### src/rtl/mem_arbiter_pkg.sv
// ============================================================================
// Module   : mem_arbiter_pkg
// Purpose  : Shared LC-3b types and constants for the physical-memory arbiter.
// Revision : 1.0 - initial release
// ============================================================================
`default_nettype none

package mem_arbiter_pkg;

  typedef logic [15:0]  lc3b_word;
  typedef logic [127:0] lc3b_memband;

  typedef enum logic [1:0] {
    arb_idle    = 2'd0,
    arb_grant_i = 2'd1,
    arb_grant_d = 2'd2,
    arb_recover = 2'd3
  } lc3b_arb_state;

  localparam lc3b_word lc3b_line_addr = 16'hFFF0;

  function automatic lc3b_word line_align(input lc3b_word addr);
    return addr & lc3b_line_addr;
  endfunction

endpackage

`default_nettype wire

### src/rtl/mem_arbiter_arb_req_reg.sv
// ============================================================================
// Module   : arb_req_reg
// Purpose  : Enable-loaded capture of the granted request (address, op, wdata).
// Revision : 1.0 - initial release
// ============================================================================
`default_nettype none

module arb_req_reg
  import mem_arbiter_pkg::*;
(
  input  logic        clk,
  input  logic        rst,
  input  logic        load,
  input  lc3b_word    addr_in,
  input  logic        write_in,
  input  lc3b_memband wdata_in,
  output lc3b_word    addr,
  output logic        write,
  output lc3b_memband wdata
);

  always_ff @(posedge clk or posedge rst) begin
    if (rst) begin
      addr  <= '0;
      write <= 1'b0;
      wdata <= '0;
    end else if (load) begin
      addr  <= addr_in;
      write <= write_in;
      wdata <= wdata_in;
    end
  end

endmodule

`default_nettype wire

### src/rtl/mem_arbiter.sv
// ============================================================================
// Module   : mem_arbiter
// Purpose  : Round-robin arbiter sharing one line-wide memory port between
//            the I-cache and D-cache, with a saturating conflict counter.
// Revision : 1.0 - initial release
// ============================================================================
`default_nettype none

module mem_arbiter
  import mem_arbiter_pkg::*;
#(
  parameter int CNT_WIDTH = 16,
  parameter bit I_FIRST   = 1'b1
) (
  input  logic                 clk,
  input  logic                 rst,
  input  logic                 i_pmem_read,
  input  lc3b_word             i_pmem_address,
  output lc3b_memband          i_pmem_rdata,
  output logic                 i_pmem_resp,
  input  logic                 d_pmem_read,
  input  logic                 d_pmem_write,
  input  lc3b_word             d_pmem_address,
  input  lc3b_memband          d_pmem_wdata,
  output lc3b_memband          d_pmem_rdata,
  output logic                 d_pmem_resp,
  output logic                 pmem_read,
  output logic                 pmem_write,
  output lc3b_word             pmem_address,
  output lc3b_memband          pmem_wdata,
  input  lc3b_memband          pmem_rdata,
  input  logic                 pmem_resp,
  output logic [CNT_WIDTH-1:0] conflict_count
);

  lc3b_arb_state state;
  lc3b_arb_state next_state;

  logic        i_req;
  logic        d_req;
  logic        conflict;
  logic        sel_i;
  logic        load;
  logic        last_grant_i;
  logic        op_write;
  lc3b_word    cap_addr;
  logic        cap_write;
  lc3b_memband cap_wdata;

  always_comb begin
    i_req    = i_pmem_read;
    d_req    = d_pmem_read | d_pmem_write;
    conflict = (state == arb_idle) && i_req && d_req;
    load     = (state == arb_idle) && (i_req || d_req);
    // On a conflict the side that did not win last time is served.
    sel_i    = i_req && (!d_req || !last_grant_i);
    cap_addr  = line_align(sel_i ? i_pmem_address : d_pmem_address);
    cap_write = !sel_i && d_pmem_write;
    cap_wdata = sel_i ? '0 : d_pmem_wdata;
  end

  arb_req_reg u_req_reg (
    .clk      (clk),
    .rst      (rst),
    .load     (load),
    .addr_in  (cap_addr),
    .write_in (cap_write),
    .wdata_in (cap_wdata),
    .addr     (pmem_address),
    .write    (op_write),
    .wdata    (pmem_wdata)
  );

  always_ff @(posedge clk or posedge rst) begin
    if (rst) begin
      state <= arb_idle;
    end else begin
      state <= next_state;
    end
  end

  always_comb begin
    next_state = state;
    case (state)
      arb_idle: begin
        if (load) begin
          next_state = sel_i ? arb_grant_i : arb_grant_d;
        end
      end
      arb_grant_i, arb_grant_d: begin
        if (pmem_resp) begin
          next_state = arb_recover;
        end
      end
      arb_recover: next_state = arb_idle;
      default:     next_state = arb_idle;
    endcase
  end

  always_comb begin
    pmem_read   = 1'b0;
    pmem_write  = 1'b0;
    i_pmem_resp = 1'b0;
    d_pmem_resp = 1'b0;
    case (state)
      arb_grant_i: begin
        pmem_read   = !op_write;
        pmem_write  = op_write;
        i_pmem_resp = pmem_resp;
      end
      arb_grant_d: begin
        pmem_read   = !op_write;
        pmem_write  = op_write;
        d_pmem_resp = pmem_resp;
      end
      default: ;
    endcase
  end

  assign i_pmem_rdata = pmem_rdata;
  assign d_pmem_rdata = pmem_rdata;

  always_ff @(posedge clk or posedge rst) begin
    if (rst) begin
      last_grant_i <= ~I_FIRST;
    end else if (load) begin
      last_grant_i <= sel_i;
    end
  end

  always_ff @(posedge clk or posedge rst) begin
    if (rst) begin
      conflict_count <= '0;
    end else if (conflict && (conflict_count != '1)) begin
      conflict_count <= conflict_count + 1'b1;
    end
  end

endmodule

`default_nettype wire

### config.mk
export PLATFORM = sky130hd
export DESIGN_NAME = mem_arbiter
export DESIGN_NICKNAME = d
export VERILOG_FILES = /design/src/rtl/mem_arbiter_pkg.sv /design/src/rtl/mem_arbiter_arb_req_reg.sv /design/src/rtl/mem_arbiter.sv
export SDC_FILE = /design/constraint.sdc
export NUM_CORES = 1
export LEC_CHECK = 0
export ABC_AREA = 1
export CORE_AREA = 2 2 277 279
export CTS_CLUSTER_SIZE = 25
export DETAILED_ROUTE_END_ITERATION = 10
export DIE_AREA = 0 0 279 281
export GPL_ROUTABILITY_DRIVEN = 0
export RECOVER_POWER = 50
export SYNTH_ARGS = -nofsm -noshare
export SYNTH_HDL_FRONTEND = slang
export SYNTH_HIERARCHICAL = 1
export SYNTH_SLANG_ARGS = --single-unit
### constraint.sdc
create_clock -name clk -period 17 [get_ports clk]
set_input_delay 5.1 -clock clk [delete_from_list [all_inputs] [get_ports clk]]
set_output_delay 5.1 -clock clk [all_outputs]
set_load 0.005 [all_outputs]
# After elaboration in Yosys (flattened, before gate mapping)

Cells that the tools add are included.
Widths: inputs -> output; s select.

Add/sub/neg operators: 1
Multipliers: 0
Div/mod/pow operators: 0
$lt $le $gt $ge: 0
Equality and inequality tests: 6
Shifts and indexed selects: 0
Multiplexer cells: 10
Bitwise operators: 1
Reductions and logical operators: 15

Operators with widths:

| kind                  | number |
|---|---|
| $mux 128              | 1 |
| $add 16x1->16 const B | 1 |
| $mux 16               | 1 |
| $ne 16x16->1 const B  | 1 |
| $logic_and 1x1->1     | 6 |
| $mux 2                | 3 |
| $pmux 2 s3            | 1 |
| $eq 2x2->1 const B    | 2 |
| $logic_not 1->1       | 4 |
| $mux 1                | 4 |
| $eq 2x1->1 const B    | 1 |
| $logic_not 2->1       | 1 |
| $logic_or 1x1->1      | 2 |
| $ne 2x1->1 const B    | 1 |
| $ne 2x2->1 const B    | 1 |
| $reduce_and 2->1      | 1 |
| $reduce_or 2->1       | 1 |
| $or 1x1->1            | 1 |

Register bits after elaboration: 160
Bits in latches: 0
RAM bits: 0
Memory bits (read-only): 0
Bits of input ports: 294
Output and inout bits: 420
Logic and storage cells: 39
Memories kept: 0

# Logic depth before layout (Yosys ltp)

Gate-level depths: netlist (run 1).

Depth in word-level cells: 7
Gate-level depth with buffers: 9
Mapped depth without buffers: 9

# Hierarchy

Netlist (run 1), hierarchy kept.

Modules (own cells, without submodules):

| module      | times used | cells each | area an instance (um^2) | seq. area each (um^2) |
|---|---|---|---|---|
| arb_req_reg | 1          | 613        | 5430.2                  | 3628.5 |
| mem_arbiter | 1          | 756        | 4383.0                  | 475.5 |

# Least setup slack after synthesis (run 1)

No wires, ideal clock.

Path type: input to output
From: input port pmem_rdata[0]
To: output port d_pmem_rdata[0]
Arrival: 5211 ps
Data required time: 11900 ps
Path slack: 6689 ps
Cell stages on the path: 1
Path buffers: 1
Cell sequence: buf_4

RTL lines:

| what               | line              | source |
|---|---|---|
| start: declaration | mem_arbiter.sv:31 | `input lc3b_memband pmem_rdata,` |
| end: declaration   | mem_arbiter.sv:25 | `output lc3b_memband d_pmem_rdata,` |

No word-level cell between the ends.

# Worst setup path in the final report (run 1)

From: input port d_pmem_write
To: register u_req_reg.wdata[83]

Elaborated cells between the ends (all ways): 7
Those cells by class: mux (1); bitwise (1); reduce/logical (5)

RTL lines:

| what                   | line                          | source |
|---|---|---|
| start: declaration     | mem_arbiter.sv:22             | `input logic d_pmem_write,` |
| $or 1x1->1             | mem_arbiter.sv:52             | `d_req = d_pmem_read \| d_pmem_write;` |
| $logic_or 1x1->1       | mem_arbiter.sv:54             | `load = (state == arb_idle) && (i_req \|\| d_req);` |
| $logic_and 1x1->1      | mem_arbiter.sv:54             |  |
| net load               | mem_arbiter.sv:43             | `logic load;` |
| end signal: assignment | mem_arbiter_arb_req_reg.sv:30 | `wdata <= wdata_in;` |
| end: declaration       | mem_arbiter_arb_req_reg.sv:19 | `output lc3b_memband wdata` |

The timed path passes the listed nets, and every way through them passes these cells.
A chain may end at the register's enable or synchronous reset.

==> PnR_summary.wiki, run 1 <==
{| class="wikitable"
! Metric !! Value
|-
| MaxCap Viol Count || 5
|-
| Share of the clock period used by the worst path after layout || 67.18%
|-
| Static power due to leakage || 6.550 nW
|-
| CTS Hold Bufs || 0
|-
| Final Critical Period || 11420 ps
|-
| Setup tns final || 0 ps
|-
| Detail-routed net length per standard cell || 14.09 µm
|-
| Master of the slowest instance on the critical path || sky130_fd_sc_hd__clkinvlp_2
|-
| Largest cells by area after synthesis || sky130_fd_sc_hd__dfrtp_1 (42%), sky130_fd_sc_hd__buf_4 (21%), sky130_fd_sc_hd__nand2_1 (21%)
|-
| Average cell area after synthesis || 7.168 µm²
|-
| Simple logic cell fraction of the synthesized area || 27.57%
|-
| Global-route wire length before repair || 49970 µm
|-
| Chip Height || 281 µm
|-
| Worst-case hold slack || 463.5 ps
|-
| Insertion delay to the later sink of the worst-skew pair || 480 ps
|-
| Number of max-slew violations in the final report || 287
|-
| Endpoint type of the worst setup path || flop
|-
| RSZ-0062 raised after global routing || false
|-
| Crit Path Class || primary input to flop
|-
| DRC violations left || 0
|-
| Critical path peak fanout || 76
|-
| Total global-route track usage || 8.707%
|-
| CP peak stage delay || 3080 ps
|-
| Crit path DAT || 11760 ps
|-
| Mapped Cells || 1369
|-
| H-Tree Depth || 4
|-
| Sort of element at the start of the critical path || primary input
|-
| Most frequent standard cell in the layout excluding fill and tap cells || sky130_fd_sc_hd__nand2_1
|-
| Clock slew at reported path FFs || 60 ps
|-
| Share of Yosys cell area claimed by the top area cell type || 41.82%
|-
| Count of endpoints failing setup in the final report || 0
|-
| VDD IR max || 0.04769 mV
|-
| Initial antenna violation count || 3
|-
| Clock skew || 18.07 ps
|-
| Post-Synth XOR/XNOR Area || 0.4463%
|-
| # rows || 101
|-
| Slew of the pin with the lowest slew margin || 3709 ps
|-
| Compound-cell area share of the yosys netlist || 0.9945%
|-
| Warnings from Yosys || 6
|-
| Outcome || finished with violations
|-
| Largest net degree at the start of global routing || 77
|-
| Violated checks || max-capacitance violations, max-slew violations
|-
| DR vias/cell || 3.253
|-
| Total number of clock tree sinks || 164
|-
| Number of instances resized during post-cts repair || 0
|-
| Share of post-route cells with drive strength above 1 || 2.659%
|-
| Cell type with the largest total area after synthesis || sky130_fd_sc_hd__dfrtp_1
|-
| Cts bufs inserted || 17
|-
| CTS tree || built
|-
| Adder-cell share of the synthesized area || 0.6375%
|-
| Overflow left after global routing || 0
|-
| Number of global-route vias before repair || 7767
|-
| Max Fclk || 0.08757 GHz
|-
| Top library cells by usage in the layout, fill and taps aside || sky130_fd_sc_hd__nand2_1 (542), sky130_fd_sc_hd__dfrtp_1 (164), sky130_fd_sc_hd__dlygate4sd3_1 (162)
|-
| Final hold violations || 0
|-
| Number of iterations in the first detailed-routing pass || 4
|-
| Violation count after the first detailed-routing iteration || 339
|-
| Number of buffer cells added on primary ports || 321
|-
| Normalized max-slew margin || -147.3%
|-
| Number of buffers on the longest clock path || 2
|-
| Initial standard-cell utilization of the core || 13.01%
|-
| Sum of net half-perimeters after detailed placement || 24450 µm
|-
| Post-CTS repair timing setup buffer count || 0
|-
| Worst Path Required || 17350 ps
|-
| Seq cells post-synth || 164
|-
| Horizontal extent of the die || 279 µm
|-
| Post-synthesis sequential area ratio || 41.82%
|-
| IO Count || 714
|-
| Cell Area, Synth || 9813 µm²
|-
| Signed area change from the synthesized netlist to the final layout || 29.06%
|-
| Cell chosen for the clock root || sky130_fd_sc_hd__clkbuf_16
|-
| Cell repeated most along the worst path || sky130_fd_sc_hd__nand2_1
|-
| Die area || 78400 µm²
|-
| Portion of netlist area occupied by mux cells || 0%
|-
| Total power per unit cell area || 140.5 nW/µm²
|-
| CORE AREA || 75440 µm²
|-
| Number of vias after detailed routing || 7839
|-
| Combinational family with the most area after synthesis || buffers and inverters
|-
| Distinct cell type count of the synthesized netlist || 21
|-
| Type of the tightest min-delay check || flop to flop
|-
| Total number of nets in the final design || 1715
|-
| Routed wire length || 33970 µm
|-
| Cells traversed along the worst timing path || dlygate4sd3_1 -> nor2_1 -> nand2_1 -> nand2_1 -> clkinvlp_2 -> clkinvlp_2 -> buf_4 -> nand2_1 -> nand2_1
|-
| Count of nets left with antenna violations after detail routing || 0
|}
==> layer usage <==
| metal | routed length (µm) | global-route usage (%) |
|---|---|---|
| met1 | 13600 | 9.722 |
| met2 | 14530 | 12.81 |
| met3 | 4121 | 5.071 |
| met4 | 1675 | 5.059 |
| met5 | 41 | 0 |
==> worst paths after layout <==
path	start	endpoint	cells after the start	slack [ps]
setup reg to reg	state[0]$_DFFE_PP0P_	u_req_reg/wdata[83]$_DFFE_PP0P_	8	10350
hold / removal	u_req_reg/addr[1]$_DFFE_PP0P_	u_req_reg/addr[1]$_DFFE_PP0P_	2	460
setup / recovery	d_pmem_write	u_req_reg/wdata[83]$_DFFE_PP0P_	9	5580
hold reg to reg	u_req_reg/addr[1]$_DFFE_PP0P_	u_req_reg/addr[1]$_DFFE_PP0P_	2	460
min in group asynchronous	rst	conflict_count[2]$_DFFE_PP0P_	2	5300
max in group asynchronous	rst	u_req_reg/wdata[62]$_DFFE_PP0P_	3	7520
==> area by class of cell <==
cell class	count	area [µm²]
Fill cell	8604	62780
Sequential cell	164	4104
Timing Repair Buffer	329	3258
Multi-Input combinational cell	742	2905
Tap cell	978	1224
Inverter	162	611.8
Clock buffer	20	456.7
Clock inverter	12	97.59
Antenna cell	3	7.507
==> logic make-up after synthesis <==
family	Yosys count
DFF	164
other	1
adders and majority gates	5
xor gates and xnor gates	5
and+or+nand+nor	711
AOI/OAI and AO/OA	17
buffers and inverters	466
==> registers in the layout (all words and copies together), names as in the netlist <==
signal / cells
u_req_reg/write: 1
u_req_reg/wdata: 128
state: 2
last_grant_i: 1
conflict_count: 16
u_req_reg/addr: 16
==> worst max-delay path: cells and delay by family <==
family / cells / cell delay [ps]
and+or+nand+nor: 5 / 670
buffers and inverters: 4 / 5860
==> through the flow <==
stage | utilization [%] | std cells | setup WS [ps] | total power (W) | instance area [µm²]
after floorplan | - | 1372 | 6689 | 0.001041 | 9824
after global placement | 16.10 | 2375 | 5645 | 0.001469 | 12150
final | 16.79 | 2410 | 5580 | 0.001780 | 12660
after global routing | 16.78 | 2407 | 4654 | 0.001950 | 12660
after CTS | 16.84 | 2407 | 5623 | 0.001895 | 12700
after detailed placement | 16.10 | 2375 | 5628 | 0.001478 | 12150
==> report_power, final <==
group	switching (W)	leakage (nW)	total, W	internal [W]
Sequential	0.0000843	2.11	0.000628	0.000544
Combinational	0.000413	4.18	0.000762	0.000348
Clock	0.000193	0.264	0.000390	0.000197
==> synth_stat cells <==
cell and instances:
sky130_fd_sc_hd__buf_4 271, sky130_fd_sc_hd__o22ai_1 1, sky130_fd_sc_hd__o21ai_0 14, sky130_fd_sc_hd__nand3_1 11
sky130_fd_sc_hd__nand4_1 5, sky130_fd_sc_hd__buf_6 1, sky130_fd_sc_hd__conb_1 1, sky130_fd_sc_hd__nor2_2 3
sky130_fd_sc_hd__dfrtp_1 164, sky130_fd_sc_hd__nor2_1 149, sky130_fd_sc_hd__o21ai_1 1, sky130_fd_sc_hd__buf_2 18
sky130_fd_sc_hd__a21oi_4 1, sky130_fd_sc_hd__xor2_1 2, sky130_fd_sc_hd__inv_1 159, sky130_fd_sc_hd__clkbuf_1 14
sky130_fd_sc_hd__ha_1 5, sky130_fd_sc_hd__inv_2 3, sky130_fd_sc_hd__and2_1 1, sky130_fd_sc_hd__nand2_1 542
sky130_fd_sc_hd__xnor2_1 3
Note: power is estimated with default switching activity, not from simulation.
==> run 2: changes to the inputs <==
--- a/config.mk
+++ b/config.mk
@@ -6,10 +6,10 @@
 export NUM_CORES = 1
 export LEC_CHECK = 0
 export ABC_AREA = 1
-export CORE_AREA = 2 2 277 279
+export CORE_AREA = 2 2 280 282
 export CTS_CLUSTER_SIZE = 25
 export DETAILED_ROUTE_END_ITERATION = 10
-export DIE_AREA = 0 0 279 281
+export DIE_AREA = 0 0 282 284
 export GPL_ROUTABILITY_DRIVEN = 0
 export RECOVER_POWER = 50
 export SYNTH_ARGS = -nofsm -noshare
==> constraint.sdc (replaced) <==
create_clock -name clk -period 11.2 [get_ports clk]
set_input_delay 3.36 -clock clk [delete_from_list [all_inputs] [get_ports clk]]
set_output_delay 3.36 -clock clk [all_outputs]
set_load 0.005 [all_outputs]
==> run 2 against run 1 <==
Compared with the run above: the run still ends with max-capacitance violations, max-slew violations left; critical path depth stayed put; global-route usage is 0.86 points lower; flip-flop and latch count stayed put; wire length is 6.8% lower; core utilization is 0.16 points lower; sequential power is 52% higher; first-iteration DRC count is 21% lower; setup slack worse by 2600 ps; via count is 0.36% higher; clock power is 66% higher; power is 54% higher.
==> PnR_summary.wiki, run 2 (synthesized netlist as in run 1, its figures left out) <==
{| class="wikitable"
! Metric !! Value
|-
| Number of buffer cells added on primary ports || 321
|-
| Non-filler instance count after layout || 2466
|-
| Chip Height || 284 µm
|-
| Number of vias after detailed routing || 7867
|-
| Initial standard-cell utilization of the core || 12.75%
|-
| Start point of the worst hold path || u_req_reg/wdata[58]$_DFFE_PP0P_
|-
| Horizontal extent of the die || 282 µm
|-
| WHS Path Cells || 2
|-
| Area taken by multi-input logic gates || 2908 µm²
|-
| Outcome || finished with violations
|-
| Top library cells by usage in the layout, fill and taps aside || sky130_fd_sc_hd__nand2_1 (542), sky130_fd_sc_hd__dfrtp_1 (164), sky130_fd_sc_hd__dlygate4sd3_1 (164)
|-
| CP peak stage delay || 2460 ps
|-
| Detail-routed net length per standard cell || 12.83 µm
|-
| IO Count || 714
|-
| Crit Path Class || primary input to flop
|-
| Final Critical Period || 8267 ps
|-
| Slew of the pin with the lowest slew margin || 3395 ps
|-
| H-Tree Depth || 4
|-
| CTS tree || built
|-
| Normalized max-slew margin || -126.3%
|-
| Cell repeated most along the worst path || sky130_fd_sc_hd__nand2_1
|-
| Fin worst setup slack || 2933 ps
|-
| Clock slew at reported path FFs || 80 ps
|-
| DRC violations left || 0
|-
| Place WS || 3206 ps
|-
| Registers with the most flip-flops || u_req_reg/wdata (128), conflict_count (16), u_req_reg/addr (16)
|-
| Violation count after the first detailed-routing iteration || 268
|-
| Number of max-slew violations in the final report || 326
|-
| Area taken by flip-flops and latches || 4104 µm²
|-
| Crit path DAT || 8640 ps
|-
| MaxCap Viol Count || 6
|-
| Number of buffers on the longest clock path || 2
|-
| Number of filler cells placed in the layout || 8835
|-
| Cts bufs inserted || 17
|-
| Flip-flop count of the largest register after layout || 128
|-
| Sum of net half-perimeters after detailed placement || 23080 µm
|-
| Total number of clock tree sinks || 164
|-
| Violated checks || max-capacitance violations, max-slew violations
|-
| Most frequent standard cell in the layout excluding fill and tap cells || sky130_fd_sc_hd__nand2_1
|-
| Routed wire length || 31640 µm
|-
| Count of nets left with antenna violations after detail routing || 0
|-
| Share of the clock period used by the worst path after layout || 73.81%
|-
| Endpoint type of the worst setup path || flop
|-
| Number of iterations in the first detailed-routing pass || 4
|-
| Register-to-Register Setup Slack || 5820 ps
|-
| CTS Hold Bufs || 0
|-
| Type of the tightest min-delay check || flop to flop
|-
| Critical path peak fanout || 79
|-
| # rows || 102
|-
| Overflow left after global routing || 0
|-
| Master of the slowest instance on the critical path || sky130_fd_sc_hd__clkinvlp_2
|-
| Final hold violations || 0
|-
| Max Fclk || 0.1210 GHz
|-
| Setup tns final || 0 ps
|-
| DR vias/cell || 3.190
|-
| Number of global-route vias before repair || 7568
|-
| Share of post-route cells with drive strength above 1 || 2.596%
|-
| Insertion delay to the later sink of the worst-skew pair || 480 ps
|-
| Global-route wire length before repair || 46290 µm
|-
| Post-CTS repair timing setup buffer count || 0
|-
| Total power per unit cell area || 213.6 nW/µm²
|-
| Number of instances in the placed design || 2436
|-
| Cell chosen for the clock root || sky130_fd_sc_hd__clkbuf_16
|-
| Worst Reg2Reg Path Length in Cells || 8
|-
| Die area || 80090 µm²
|-
| Count of endpoints failing setup in the final report || 0
|-
| Total global-route track usage || 7.852%
|-
| Reg-to-Reg End || u_req_reg/wdata[3]$_DFFE_PP0P_
|-
| Signed area change from the synthesized netlist to the final layout || 30.41%
|-
| Largest net degree at the start of global routing || 80
|-
| Total number of nets in the final design || 1714
|-
| CORE AREA || 76960 µm²
|-
| Initial antenna violation count || 3
|-
| Number of instances resized during post-cts repair || 0
|-
| Worst Path Required || 11570 ps
|-
| Static power due to leakage || 6.593 nW
|-
| RSZ-0062 raised after global routing || false
|-
| Sort of element at the start of the critical path || primary input
|-
| Hold-critical path endpoint || u_req_reg/wdata[58]$_DFFE_PP0P_
|-
| Clock skew || 9.672 ps
|-
| Worst reg2reg startpoint || state[0]$_DFFE_PP0P_
|-
| VDD IR max || 0.09069 mV
|-
| Largest Register || u_req_reg/wdata
|-
| Worst-case hold slack || 464.4 ps
|-
| Cells traversed along the worst timing path || dlygate4sd3_1 -> inv_1 -> nand2_1 -> nand2_1 -> inv_6 -> clkinvlp_2 -> buf_4 -> nand2_1 -> nand2_1
|}
## run 2: cell types whose count changed in the layout (fill, tap and decap cells not counted), sizes merged
cell and delta:
bufinv +4, clkbuf -1, clkdlybuf4s50 -2, clkinv -1, clkinvlp -3, diode -2, dlygate4sd3 +2, inv -3
## run 2: worst max-delay path: cells and delay by family
family | cells | cell delay (ps)
buffers and inverters | 5 | 4620
AND/OR/NAND/NOR | 4 | 440
## run 2: layout make-up
class / count / share of cell area [%]
Antenna cell: 1 / 0.01955
Inverter: 162 / 4.810
Timing Repair Buffer: 328 / 25.43
Clock buffer: 20 / 3.569
Sequential cell: 164 / 32.07
Multi-Input combinational cell: 742 / 22.72
Clock inverter: 9 / 1.212
Tap cell: 1040 / 10.17
## run 2: routing by layer
| layer | track usage [%] | share of wire, % |
|---|---|---|
| met2 | 11.95 | 44 |
| met1 | 8.267 | 39 |
| met3 | 4.322 | 12 |
| met4 | 5.226 | 5.2 |
| met5 | 0.3663 | 0.25 |
## run 2: stage by stage
stage	utilization [%]	total power (W)	cell area [µm²]
after detailed placement	15.88	0.002211	12220
after floorplan	-	0.001580	9824
after global routing	16.63	0.002980	12790
after CTS	16.67	0.002902	12830
after global placement	15.88	0.002198	12220
final	16.63	0.002734	12800
## run 2: how the worst max path moves through the flow
stage	endpoint	slack, ps	cells past startpoint	start
finish	u_req_reg/wdata[3]$_DFFE_PP0P_	2930	9	i_pmem_read
detailed placement	i_pmem_resp	3210	4	pmem_resp
global route	u_req_reg/wdata[66]$_DFFE_PP0P_	2310	8	d_pmem_write
CTS	i_pmem_resp	3200	4	pmem_resp
floorplan	u_req_reg/addr[0]$_DFFE_PP0P_	3950	1	rst
global placement	d_pmem_resp	3230	4	pmem_resp
## run 2: power breakdown
group / switching (W) / internal (W)
combinational: 0.000608 / 0.000525
sequential: 0.000127 / 0.000826
clock: 0.000267 / 0.000381
total: 0.00100 / 0.00173
==> run 3: changes to the inputs <==
==> constraint.sdc (replaced) <==
create_clock -name clk -period 8.5 [get_ports clk]
set_input_delay 2.55 -clock clk [delete_from_list [all_inputs] [get_ports clk]]
set_output_delay 2.55 -clock clk [all_outputs]
set_load 0.005 [all_outputs]
==> run 3 against run 2 <==
Compared with the run above: the flow still finishes with violations (max-capacitance violations, max-slew violations); design area is 0.85% higher; sequential share of layout area fell by 0.27 points; register-to-register slack worse by 930 ps; critical path type unchanged; critical endpoint is now state[1]$_DFFE_PP0P_; largest cell class unchanged.
==> PnR_summary.wiki, run 3 (synthesized netlist as in run 1, its figures left out) <==
{| class="wikitable"
! Metric !! Value
|-
| Outcome || finished with violations
|-
| Violated checks || max-capacitance violations, max-slew violations
|-
| Number of max-slew violations in the final report || 80
|-
| Overflow left after global routing || 0
|-
| Number of instances resized during post-cts repair || 0
|-
| Insertion delay to the later sink of the worst-skew pair || 470 ps
|-
| IO Count || 714
|-
| Registers with the most flip-flops || u_req_reg/wdata (128), conflict_count (16), u_req_reg/addr (16)
|-
| Initial standard-cell utilization of the core || 12.75%
|-
| Number of iterations in the first detailed-routing pass || 7
|-
| Critical Path Source || d_pmem_write
|-
| Largest Register || u_req_reg/wdata
|-
| Count of nets left with antenna violations after detail routing || 0
|-
| Detail-routed net length per standard cell || 12.82 µm
|-
| Horizontal extent of the die || 282 µm
|-
| Endpoint type of the worst setup path || flop
|-
| Top library cells by usage in the layout, fill and taps aside || sky130_fd_sc_hd__nand2_1 (542), sky130_fd_sc_hd__dfrtp_1 (164), sky130_fd_sc_hd__dlygate4sd3_1 (163)
|-
| Initial antenna violation count || 2
|-
| MaxCap Viol Count || 2
|-
| Cells traversed along the worst timing path || dlygate4sd3_1 -> nor2_1 -> clkinv_1 -> a21oi_1 -> inv_1 -> o21ai_0 -> nand2_1
|-
| Global-route wire length before repair || 46580 µm
|-
| Net switching power || 0.001349 W
|-
| Setup tns final || 0 ps
|-
| Part of the total power dissipated in the clock network || 25.7%
|-
| Share of post-route cells with drive strength above 1 || 2.941%
|-
| Signed area change from the synthesized netlist to the final layout || 31.52%
|-
| Number of global-route vias before repair || 7737
|-
| Crit Path Class || primary input to flop
|-
| DRC violations left || 0
|-
| Share of the clock period used by the worst path after layout || 78.50%
|-
| Seq pwr share || 34.1%
|-
| Fraction of power spent switching nets || 36.63%
|-
| Non-filler instance count after layout || 2470
|-
| CTS Hold Bufs || 0
|-
| VDD IR max || 0.1038 mV
|-
| H-Tree Depth || 4
|-
| Count of endpoints failing setup in the final report || 0
|-
| DR vias/cell || 3.184
|-
| Violation count after the first detailed-routing iteration || 221
|-
| Worst Path Required || 8850 ps
|-
| Cts bufs inserted || 17
|-
| Critical path peak fanout || 17
|-
| Cell chosen for the clock root || sky130_fd_sc_hd__clkbuf_16
|-
| Chip Height || 284 µm
|-
| Die area || 80090 µm²
|-
| Total number of nets in the final design || 1714
|-
| Most frequent standard cell in the layout excluding fill and tap cells || sky130_fd_sc_hd__nand2_1
|-
| Register-to-Register Setup Slack || 4890 ps
|-
| Slew of the pin with the lowest slew margin || 3089 ps
|-
| Sum of net half-perimeters after detailed placement || 23280 µm
|-
| P_int || 0.002334 W
|-
| CTS tree || built
|-
| Worst reg2reg startpoint || last_grant_i$_DFFE_PP0P_
|-
| Static power due to leakage || 6.650 nW
|-
| CP peak stage delay || 1570 ps
|-
| Normalized max-slew margin || -107.1%
|-
| Final hold violations || 0
|-
| Number of buffers on the longest clock path || 2
|-
| Sort of element at the start of the critical path || primary input
|-
| RSZ-0062 raised after global routing || false
|-
| Number of filler cells placed in the layout || 8799
|-
| CORE AREA || 76960 µm²
|-
| Part of the power in combinational logic || 40.2%
|-
| Number of instances in the placed design || 2436
|-
| Clock skew || 12.06 ps
|-
| Number of buffer cells added on primary ports || 321
|-
| Routed wire length || 31670 µm
|-
| Max Fclk || 0.1499 GHz
|-
| Largest net degree at the start of global routing || 92
|-
| Clock slew at reported path FFs || 70 ps
|-
| Number of vias after detailed routing || 7865
|-
| Master of the slowest instance on the critical path || sky130_fd_sc_hd__a21oi_1
|-
| Type of the tightest min-delay check || flop to flop
|-
| Total number of clock tree sinks || 164
|-
| Start point of the worst hold path || u_req_reg/wdata[50]$_DFFE_PP0P_
|-
| # rows || 102
|-
| Total power per unit cell area || 285.4 nW/µm²
|-
| Flip-flop count of the largest register after layout || 128
|-
| Crit path DAT || 7030 ps
|-
| Post-CTS repair timing setup buffer count || 0
|-
| Total global-route track usage || 7.861%
|-
| Final Critical Period || 6672 ps
|}
## run 3: cell types whose count changed in the layout (fill, tap and decap cells not counted), sizes merged
| cell | before | now |
|---|---|---|
| clkbuf | 23 | 18 |
| inv | 160 | 164 |
| buf | 4 | 7 |
| bufinv | 4 | 6 |
| clkdlybuf4s50 | 157 | 158 |
| clkinvlp | 3 | 2 |
| diode | 1 | 2 |
| dlygate4sd3 | 164 | 163 |
## run 3: path summary, 6_finish.rpt
check / to / cells past startpoint
setup reg to reg: state[1]$_DFFE_PP0P_ / 4
min in group asynchronous: conflict_count[3]$_DFFE_PP0P_ / 2
setup / recovery: state[1]$_DFFE_PP0P_ / 7
max in group asynchronous: u_req_reg/wdata[56]$_DFFE_PP0P_ / 3
hold / removal: u_req_reg/wdata[50]$_DFFE_PP0P_ / 2
hold reg to reg: u_req_reg/wdata[50]$_DFFE_PP0P_ / 2
## run 3: area by class of cell
class	count	area [µm²]	area share (%)
diodes	2	5.005	0.03878
clock buffers	18	439.2	3.403
clock inverters	14	245.2	1.900
inverters	162	615.6	4.770
multi-input cells	742	2905	22.51
flip-flops and latches	164	4104	31.80
well taps	1040	1301	10.08
repair buffers	328	3291	25.50
## run 3: metrics by stage
step | power [W] | setup slack, ps | instance area, µm² | hold slack, ps | utilization, %
finish | 0.003683 | 1828 | 12910 | 463.9 | 16.77
CTS | 0.003912 | 2103 | 12930 | 474.7 | 16.80
global route | 0.004003 | 1395 | 12900 | 482.9 | 16.76
detailed placement | 0.002915 | 2107 | 12240 | 457.0 | 15.91
floorplan | 0.002082 | 2055 | 9824 | 464.5 | -
global placement | 0.002895 | 2135 | 12240 | 452.0 | 15.91
## run 3: layer usage
metal / vias up / wire (µm) / global-route usage, % / part of all wire, %
li1: 3817 / - / - / -
met1: 3425 / 12190 / 8.284 / 38
met2: 486 / 13800 / 11.89 / 44
met3: 131 / 3892 / 4.281 / 12
met4: 6 / 1735 / 5.439 / 5.5
met5: - / 57 / 0.3663 / 0.18
## run 3: worst max-delay path: cells and delay by family
kind / cells / cell delay (ps)
AO/OA/AOI/OAI: 2 / 1970
buffers and inverters: 3 / 1740
AND/OR/NAND/NOR: 2 / 740
## run 3: power groups by stage
stage	logic [W]	registers (W)	clock network (W)
detailed placement	0.00163	0.00128	0
global route	0.00168	0.00130	0.00102
CTS	0.00164	0.00127	0.00100
global placement	0.00162	0.00127	0
floorplan	0.000790	0.00129	0
finish	0.00148	0.00125	0.000947
